File: src/rtl/hlsm_param_kernel.sv
// Parameterised HLSM kernel: z = max/min(a+b, a+c), x = a*c - (a+b), Start/Done handshake.
// Define HLSM_SAT_EN to clamp x at zero instead of wrapping when a*c < a+b.
module hlsm_param_kernel #(
  parameter int WIDTH   = 16,
  parameter int MUL_LAT = 3
) (
  input  logic                 Clk,
  input  logic                 Rst,
  input  logic                 Start,
  input  logic                 Mode,
  input  logic [WIDTH-1:0]     a,
  input  logic [WIDTH-1:0]     b,
  input  logic [WIDTH-1:0]     c,
  output logic                 Busy,
  output logic                 Done,
  output logic [WIDTH:0]       z,
  output logic [2*WIDTH-1:0]   x
);

  localparam int CW = (MUL_LAT > 1) ? $clog2(MUL_LAT) : 1;
  localparam logic [CW-1:0] CNT_LAST = CW'(MUL_LAT - 1);

  typedef enum logic [2:0] {IDLE, ADD, CMP, SEL, MUL, SUB, FIN} state_t;

  state_t               state_q, state_d;
  logic [WIDTH-1:0]     ra_q, ra_d, rb_q, rb_d, rc_q, rc_d;
  logic                 rmode_q, rmode_d;
  logic [WIDTH:0]       d_q, d_d, e_q, e_d, z_q, z_d;
  logic [2*WIDTH-1:0]   f_q, f_d, x_q, x_d;
  logic                 g_q, g_d;
  logic [CW-1:0]        cnt_q, cnt_d;
  logic                 busy_q, busy_d, done_q, done_d;
  logic [2*WIDTH-1:0]   d_ext;

  assign d_ext = {{(WIDTH-1){1'b0}}, d_q};

  always_comb begin
    state_d = state_q;
    ra_d    = ra_q;
    rb_d    = rb_q;
    rc_d    = rc_q;
    rmode_d = rmode_q;
    d_d     = d_q;
    e_d     = e_q;
    f_d     = f_q;
    g_d     = g_q;
    z_d     = z_q;
    x_d     = x_q;
    cnt_d   = cnt_q;
    busy_d  = busy_q;
    done_d  = 1'b0;
    case (state_q)
      IDLE: begin
        if (Start) begin
          ra_d    = a;
          rb_d    = b;
          rc_d    = c;
          rmode_d = Mode;
          busy_d  = 1'b1;
          state_d = ADD;
        end
      end
      ADD: begin
        d_d     = {1'b0, ra_q} + {1'b0, rb_q};
        e_d     = {1'b0, ra_q} + {1'b0, rc_q};
        state_d = CMP;
      end
      CMP: begin
        g_d     = (d_q > e_q);
        state_d = SEL;
      end
      SEL: begin
        // g XOR mode picks d for (max, d>e) and (min, d<=e); ties yield e == d.
        z_d     = (g_q ^ rmode_q) ? d_q : e_q;
        cnt_d   = '0;
        state_d = MUL;
      end
      MUL: begin
        cnt_d = cnt_q + 1'b1;
        if (cnt_q == CNT_LAST) begin
          f_d     = {{WIDTH{1'b0}}, ra_q} * {{WIDTH{1'b0}}, rc_q};
          state_d = SUB;
        end
      end
      SUB: begin
`ifdef HLSM_SAT_EN
        x_d = (f_q >= d_ext) ? (f_q - d_ext) : '0;
`else
        x_d = f_q - d_ext;
`endif
        state_d = FIN;
      end
      FIN: begin
        done_d  = 1'b1;
        busy_d  = 1'b0;
        state_d = IDLE;
      end
      default: state_d = IDLE;
    endcase
  end

  always_ff @(posedge Clk) begin
    if (Rst) begin
      state_q <= IDLE;
      ra_q    <= '0;
      rb_q    <= '0;
      rc_q    <= '0;
      rmode_q <= 1'b0;
      d_q     <= '0;
      e_q     <= '0;
      f_q     <= '0;
      g_q     <= 1'b0;
      z_q     <= '0;
      x_q     <= '0;
      cnt_q   <= '0;
      busy_q  <= 1'b0;
      done_q  <= 1'b0;
    end else begin
      state_q <= state_d;
      ra_q    <= ra_d;
      rb_q    <= rb_d;
      rc_q    <= rc_d;
      rmode_q <= rmode_d;
      d_q     <= d_d;
      e_q     <= e_d;
      f_q     <= f_d;
      g_q     <= g_d;
      z_q     <= z_d;
      x_q     <= x_d;
      cnt_q   <= cnt_d;
      busy_q  <= busy_d;
      done_q  <= done_d;
    end
  end

  assign Busy = busy_q;
  assign Done = done_q;
  assign z    = z_q;
  assign x    = x_q;

endmodule

File: config.mk
export PLATFORM = sky130hd
export DESIGN_NAME = hlsm_param_kernel
export DESIGN_NICKNAME = d
export VERILOG_FILES = /design/src/rtl/hlsm_param_kernel.sv
export SDC_FILE = /design/constraint.sdc
export NUM_CORES = 1
export LEC_CHECK = 0
export ABC_AREA = 0
export CORE_AREA = 5 5 175 177
export CTS_CLUSTER_DIAMETER = 40
export DETAILED_ROUTE_END_ITERATION = 8
export DIE_AREA = 0 0 180 182
export PLACE_DENSITY = 0.8
export SLEW_MARGIN = 25
export SYNTH_ARGS = -nofsm -noshare
export SYNTH_HDL_FRONTEND = slang
export SYNTH_SLANG_ARGS = --single-unit
File: constraint.sdc
create_clock -name Clk -period 8.4 [get_ports Clk]
set_clock_uncertainty 0.05 [all_clocks]
set_input_delay 2.52 -clock Clk [delete_from_list [all_inputs] [get_ports Clk]]
set_output_delay 2.52 -clock Clk [all_outputs]
set_load 0.05 [all_outputs]
==> results of run 1 <==
==> cell families after synthesis <==
logic type,count (synthesis)
DFF,172
buffers and inverters,390
AOI/OAI and AO/OA,417
and+or+nand+nor,732
adders and majority gates,368
muxes,4
xor gates and xnor gates,61
==> metrics by stage <==
step | total power, mW | util | worst slack (ns) | hold slack [ns] | cells
CTS | 2.47 | 0.668 | 1.89 | 0.407 | 2581
floorplan | 1.42 | - | 2.58 | 0.382 | 2144
global placement | 1.62 | 0.646 | 2.03 | 0.389 | 2549
global route | 2.59 | 0.669 | 1.54 | 0.419 | 2581
finish | 2.47 | 0.669 | 1.81 | 0.402 | 2581
detailed placement | 1.64 | 0.647 | 1.90 | 0.397 | 2549
==> report_power, final <==
part | total (mW) | switching [mW] | leakage, nW | internal (mW)
Clock | 0.835 | 0.423 | 0.303 | 0.412
Combinational | 0.699 | 0.423 | 7.16 | 0.276
Sequential | 0.939 | 0.0890 | 1.40 | 0.850
Total | 2.47 | 0.935 | 8.86 | 1.54
==> cell type report <==
cell class,instances,area [um2],share of cell area
clock inverters,15,206,0.0106
clock buffers,17,425,0.0219
well taps,390,488,0.0251
flip-flops and latches,172,3440,0.177
repair buffers,115,1120,0.0574
inverters,290,1090,0.0560
multi-input cells,1582,12700,0.652
==> worst reg2reg max path, delay by kind of cell (launching register included) <==
| kind | cells | cell delay, ns |
|---|---|---|
| adder cells (fa/ha/maj) | 8 | 3.70 |
| flip-flops | 1 | 0.78 |
| AO/OA/AOI/OAI | 6 | 1.39 |
| AND/OR/NAND/NOR | 2 | 0.29 |
| buffers and inverters | 6 | 0.35 |
==> Yosys cell counts (all sizes together), types with 28 or more instances <==
library cell / count
nor3: 28
xnor2: 48
dfxtp: 172
a211oi: 42
nand2: 366
fa: 197
ha: 171
clkbuf: 90
a21oi: 187
and2: 118
inv: 290
a21o: 35
o21ai: 52
nor2: 95
nand3: 29
==> layer usage <==
| metal | wire, um | global-route usage | part of all wire |
|---|---|---|---|
| met1 | 20200 | 0.387 | 0.42 |
| met2 | 21700 | 0.470 | 0.45 |
| met3 | 4520 | 0.0661 | 0.094 |
| met4 | 1560 | 0.0988 | 0.032 |
| met5 | 0 | 0 | 0 |
==> cells in the final DEF, fill, tap and decap left out, types with 28 or more instances in the layout <==
cell type          n
xnor2_1           48
clkdlybuf4s50_1  101
a21oi_1          186
nor2_1            92
nand2_1          366
a211oi_1          42
ha_1             171
dfxtp_1          172
inv_1            290
and2_1           118
o21ai_0           49
nand3_1           28
fa_1             197
a21o_1            35
==> sequential cells by signal, indices dropped and copies added (netlist names) <==
name and flops:
Busy 1, Done 1, cnt_q 2, d_q 17
e_q 17, f_q 32, g_q 1, ra_q 16
rb_q 16, rc_q 16, rmode_q 1, state_q 3
x 32, z 17
==> how the worst min path moves through the flow <==
stage	startpoint	to	slack (ns)	cells past startpoint
2_1_floorplan	e_q[11]	e_q[11]	0.38	2
3_3_place_gp	x[10]	x[10]	0.39	2
3_5_place_dp	x[13]	x[13]	0.40	2
4_1_cts	x[13]	x[13]	0.41	2
5_1_grt	x[9]	x[9]	0.42	2
6_report	x[13]	x[13]	0.40	2
==> flow_summary.toml, run 1 <==
[placement]
io_buffers = 102
gp_congestion = 1.00
place_hpwl_mm = 36.6
place_area_mm2 = 0.0188

[clock_tree]
root_buffer = "clkbuf_16"
cts_resized = 0
cts_tree = "built"
cts_sinks = 172
worstSkewPairLatency_ns = 0.45
cts_setup_buffers = 0
ctsHoldBuffers = 0
htree_num_levels = 4
numCtsBuffers = 17
cts.clk_slew.worst_paths_ns = 0.08
cts_buffer_depth = 2

[synthesis]
yosys-mux-area-fraction = 0.00235
synth_top_cell_by_area = "fa_1"
synthesis.area_per_instance_um2 = 8.20
synth-simple-area-share = 0.194
yosysSeqAreaShare = 0.196
synth_edf_count = 0
synth_fa_ha_area_frac = 0.346
synth_cell_types = 72
synth_compound_area_frac = 0.146
syn-num-nets = 2564
yosys_most_used_dff = "dfxtp_1"
syn-instance-count = 2144
synth_top_family_by_area = "adder cells"
synthArstFlopShare = 0
synth_top_cell_area_share = 0.224
yosys_warnings = 0
ys_seq_elements = 172
synth_area_leaders = "fa_1, dfxtp_1, ha_1"
synth_xor_area_frac = 0.0304
synthesis.area_mm2 = 0.0176

[pwr]
p_per_area_mw_per_mm2 = 127
peakVddDrop_uv = 124
p_leak_nw = 8.86

[setup_path]
rrSetupSlack_ns = 1.81
setup.worst_path.class = "reg2reg"
worstSetupStartpoint = "rc_q[7]"
critical-path-max-stage-delay_ns = 0.78
crit_end = "f_q[31]"
critPathSlowestCell = "dfxtp_1"
path_cells = "ha_1 -> inv_1 -> fa_1 -> inv_1 -> fa_1 -> inv_1 -> fa_1 -> inv_1 -> fa_1 -> fa_1 -> inv_1 -> fa_1 -> inv_1 -> ha_1 -> nand4_1 -> o221a_2 -> o31a_1 -> o31ai_1 -> o31a_1 -> nand3_1 -> a211o_1 -> o211ai_1"
end_kind = "register"
r2r_start = "rc_q[7]"
crit_family = "adder cells"
ff2ff_path_depth = 22
crit_arrival_ns = 6.91
required_ns = 8.71
path_max_fanout = 17
path_buf_inv = 6
start_kind = "register"
rr_endpoint = "f_q[31]"
path_depth = 22

[global_routing]
grt_pass1_vias = 15100
grtUsageTotal = 0.290
grt_pass1_wl_mm = 77.2
overflow = 0
antenna_found_initial = 0
grt_max_degree = 88

[job]
max_cap_violations = 0

[finish]
design_area_mm2 = 0.0194
drive_gt1_frac = 0.0288
fillCellCount = 2358
area.growth.synth_to_final_pct = 10.5
num_antenna_cells = 0
final_nets = 2598

[timing]
tns_ns = 0
drv_slew = 0
post-route-period-util = 0.785
max_slew_margin = 0.347
rsz0062_at_grt = "no"
fmax_mhz = 152
final_hold_viol_count = 0
finalSetupViolCount = 0
worst_pin_slew_ns = 0.978
period_minus_slack_ns = 6.59

[detailed_routing]
dr.pass1.iters = 5
via_per_inst = 5.85
drtIter0Drc = 1229
finalWirelength_mm = 48.0
drcViolationCount = 0
drtAntennaViolNets = 0
wl_per_cell_um = 18.6
vias = 15100

[die]
die_h_um = 182
die-area_mm2 = 0.0328
num_rows = 63
fp.dieW_um = 180
start_util = 0.605
ioPinCount = 103
core_region_area_mm2 = 0.0291

[worst_hold_path]
hp-class = "reg2reg"

[status]
status = "finished, final reports clean"
No activity file was read; power rests on OpenSTA's default activity.
==> run 2: changes to the inputs <==
- clock period: 8.4 -> 6.5 ns (I/O delays scaled with it)
==> run 2 against run 1 <==
  * Via count is 0.48% lower
  * Clock power is 25% higher
  * Critical path depth is 2 lower
  * Combinational power is 37% higher
  * Wire length is 1.5% higher
  * Sequential share of layout area is 0.12 points lower
  * Design area is 1.0% higher
==> flow_summary.toml, run 2 (synthesis gave the netlist of run 1 again) <==
[finish]
num_antenna_cells = 0
layout_common_cells = "nand2_1, inv_1, fa_1"
final_common_cell = "nand2_1"
final_nets = 2628
finalNonFillerCells = 2611
fin_util = 0.675
area.growth.synth_to_final_pct = 11.7
drive_gt1_frac = 0.0464

[placement]
place_hpwl_mm = 38.5
placed_cells = 2579
place_ws_ns = 0.276
io_buffers = 102
gp_congestion = 1.02

[setup_path]
crit_arrival_ns = 6.53
crit_end = "f_q[30]"
rr_endpoint = "f_q[30]"
r2r_start = "ra_q[8]"
path_max_fanout = 10
cpMostUsedCell = "fa_1"
path_depth = 20
setup.worst_path.class = "reg2reg"
required_ns = 6.84
start_kind = "register"
crit_family = "adder cells"
end_kind = "register"
path_cells = "and2_1 -> fa_1 -> inv_1 -> fa_1 -> fa_1 -> inv_1 -> fa_1 -> fa_1 -> inv_1 -> fa_1 -> inv_1 -> ha_1 -> a21oi_1 -> nand2_1 -> a21oi_1 -> a21oi_1 -> o21ai_0 -> nand3_1 -> a2111o_1 -> nand3_1"
path_buf_inv = 4
ff2ff_path_depth = 20
worstSetupStartpoint = "ra_q[8]"
rrSetupSlack_ns = 0.30
critPathSlowestCell = "dfxtp_1"
critical-path-max-stage-delay_ns = 0.68

[die]
ioPinCount = 103
core_region_area_mm2 = 0.0291
start_util = 0.605
die-area_mm2 = 0.0328
num_rows = 63
die_h_um = 182
fp.dieW_um = 180

[timing]
fin_ws_ns = 0.303
max_slew_margin = 0.391
tns_ns = 0
finalSetupViolCount = 0
rsz0062_at_grt = "no"
drv_slew = 0
fmax_mhz = 161
period_minus_slack_ns = 6.20
worst_pin_slew_ns = 0.913
final_hold_viol_count = 0
hold_slack_ns = 0.402
post-route-period-util = 0.953

[worst_hold_path]
worstHoldStart = "x[12]"
hp-class = "reg2reg"
min_path_cells = 2

[clock_tree]
cts_setup_buffers = 0
htree_num_levels = 4
cts.clk_slew.worst_paths_ns = 0.08
worstSkewPairLatency_ns = 0.44
cts_tree = "built"
root_buffer = "clkbuf_16"
numCtsBuffers = 17
cts_resized = 0
cts_sinks = 172
cts_buffer_depth = 2
ctsHoldBuffers = 0

[global_routing]
overflow = 0
grt_max_degree = 89
grtUsageTotal = 0.299
grt_pass1_vias = 15100
antenna_found_initial = 0
grt_pass1_wl_mm = 79.5

[detailed_routing]
wl_per_cell_um = 18.6
drtAntennaViolNets = 0
via_per_inst = 5.75
finalWirelength_mm = 48.7
drcViolationCount = 0
drtIter0Drc = 1377
dr.pass1.iters = 5
vias = 15000

[pwr]
net-switching-power_mw = 1.20
combPwrFrac = 0.301
p_leak_nw = 9.01
peakVddDrop_uv = 179
p_per_area_mw_per_mm2 = 162
pwr-share-seq = 0.372
clock_power_share = 0.327
intPower_mw = 1.99
sw_frac_of_total = 0.375

[job]
max_cap_violations = 0

[status]
status = "finished, final reports clean"
==> run 2: cell count changes in the layout (fill, tap and decap cells not counted) <==
cell,delta
nor2_4,-1
clkinv_8,-3
clkinv_2,+1
buf_4,+30
clkinvlp_4,+1
inv_12,-1
dfxtp_1,-10
nor2_2,+1
dfxtp_2,+10
inv_8,+1
inv_6,+1
==> run 2: per-layer routing <==
metal	up-vias	track usage	share of wire	wire length (um)
li1	7142	-	-	-
met1	7156	0.417	0.44	21500
met2	621	0.471	0.45	21900
met3	101	0.0631	0.077	3750
met4	0	0.0936	0.031	1510
met5	-	0	0	0
==> run 2: through the flow <==
stage	cell area, um2	total power [mW]
after floorplan	17600	1.84
after global placement	19000	2.13
after detailed placement	19000	2.15
after CTS	19600	3.19
after global routing	19600	3.36
final	19600	3.19
==> run 2: layout make-up <==
class | count | area (um2)
clock buffer | 17 | 425
clock inverter | 15 | 174
fill | 2396 | 9440
inverter | 290 | 1090
multi-input combinational | 1582 | 12700
sequential | 172 | 3460
tap | 390 | 488
timing repair buffer | 145 | 1340
==> run 2: worst min-delay path by stage <==
stage | end | slack (ns)
floorplan | e_q[11] | 0.38
global placement | x[10] | 0.39
detailed placement | x[12] | 0.40
CTS | x[10] | 0.40
global route | e_q[7] | 0.42
finish | x[12] | 0.40
==> run 2: worst register-to-register path: cells and delay by family, from the launching register on <==
kind	cells	cell delay, ns
AO/OA/AOI/OAI	5	1.43
flip-flops	1	0.68
adder cells (fa/ha/maj)	7	3.14
buffers and inverters	4	0.24
AND/OR/NAND/NOR	4	0.60
==> run 2: power groups by stage <==
stage          Sequential, mW  Clock (mW)  Combinational [mW]
4_1_cts                  1.18        1.06               0.948
3_3_place_gp             1.20           0               0.925
6_report                 1.19        1.04               0.961
5_1_grt                  1.19        1.10                1.07
2_1_floorplan            1.18           0               0.653
3_5_place_dp             1.21           0               0.941
==> run 3: changes to the inputs <==
- CAP_MARGIN: not set -> 20
- CTS_BUF_LIST: not set -> sky130_fd_sc_hd__clkbuf_4 sky130_fd_sc_hd__clkbuf_8 sky130_fd_sc_hd__clkbuf_16
==> results of run 3 <==
Same layout as run 2: the final DEF is identical, and so are final timing and power.
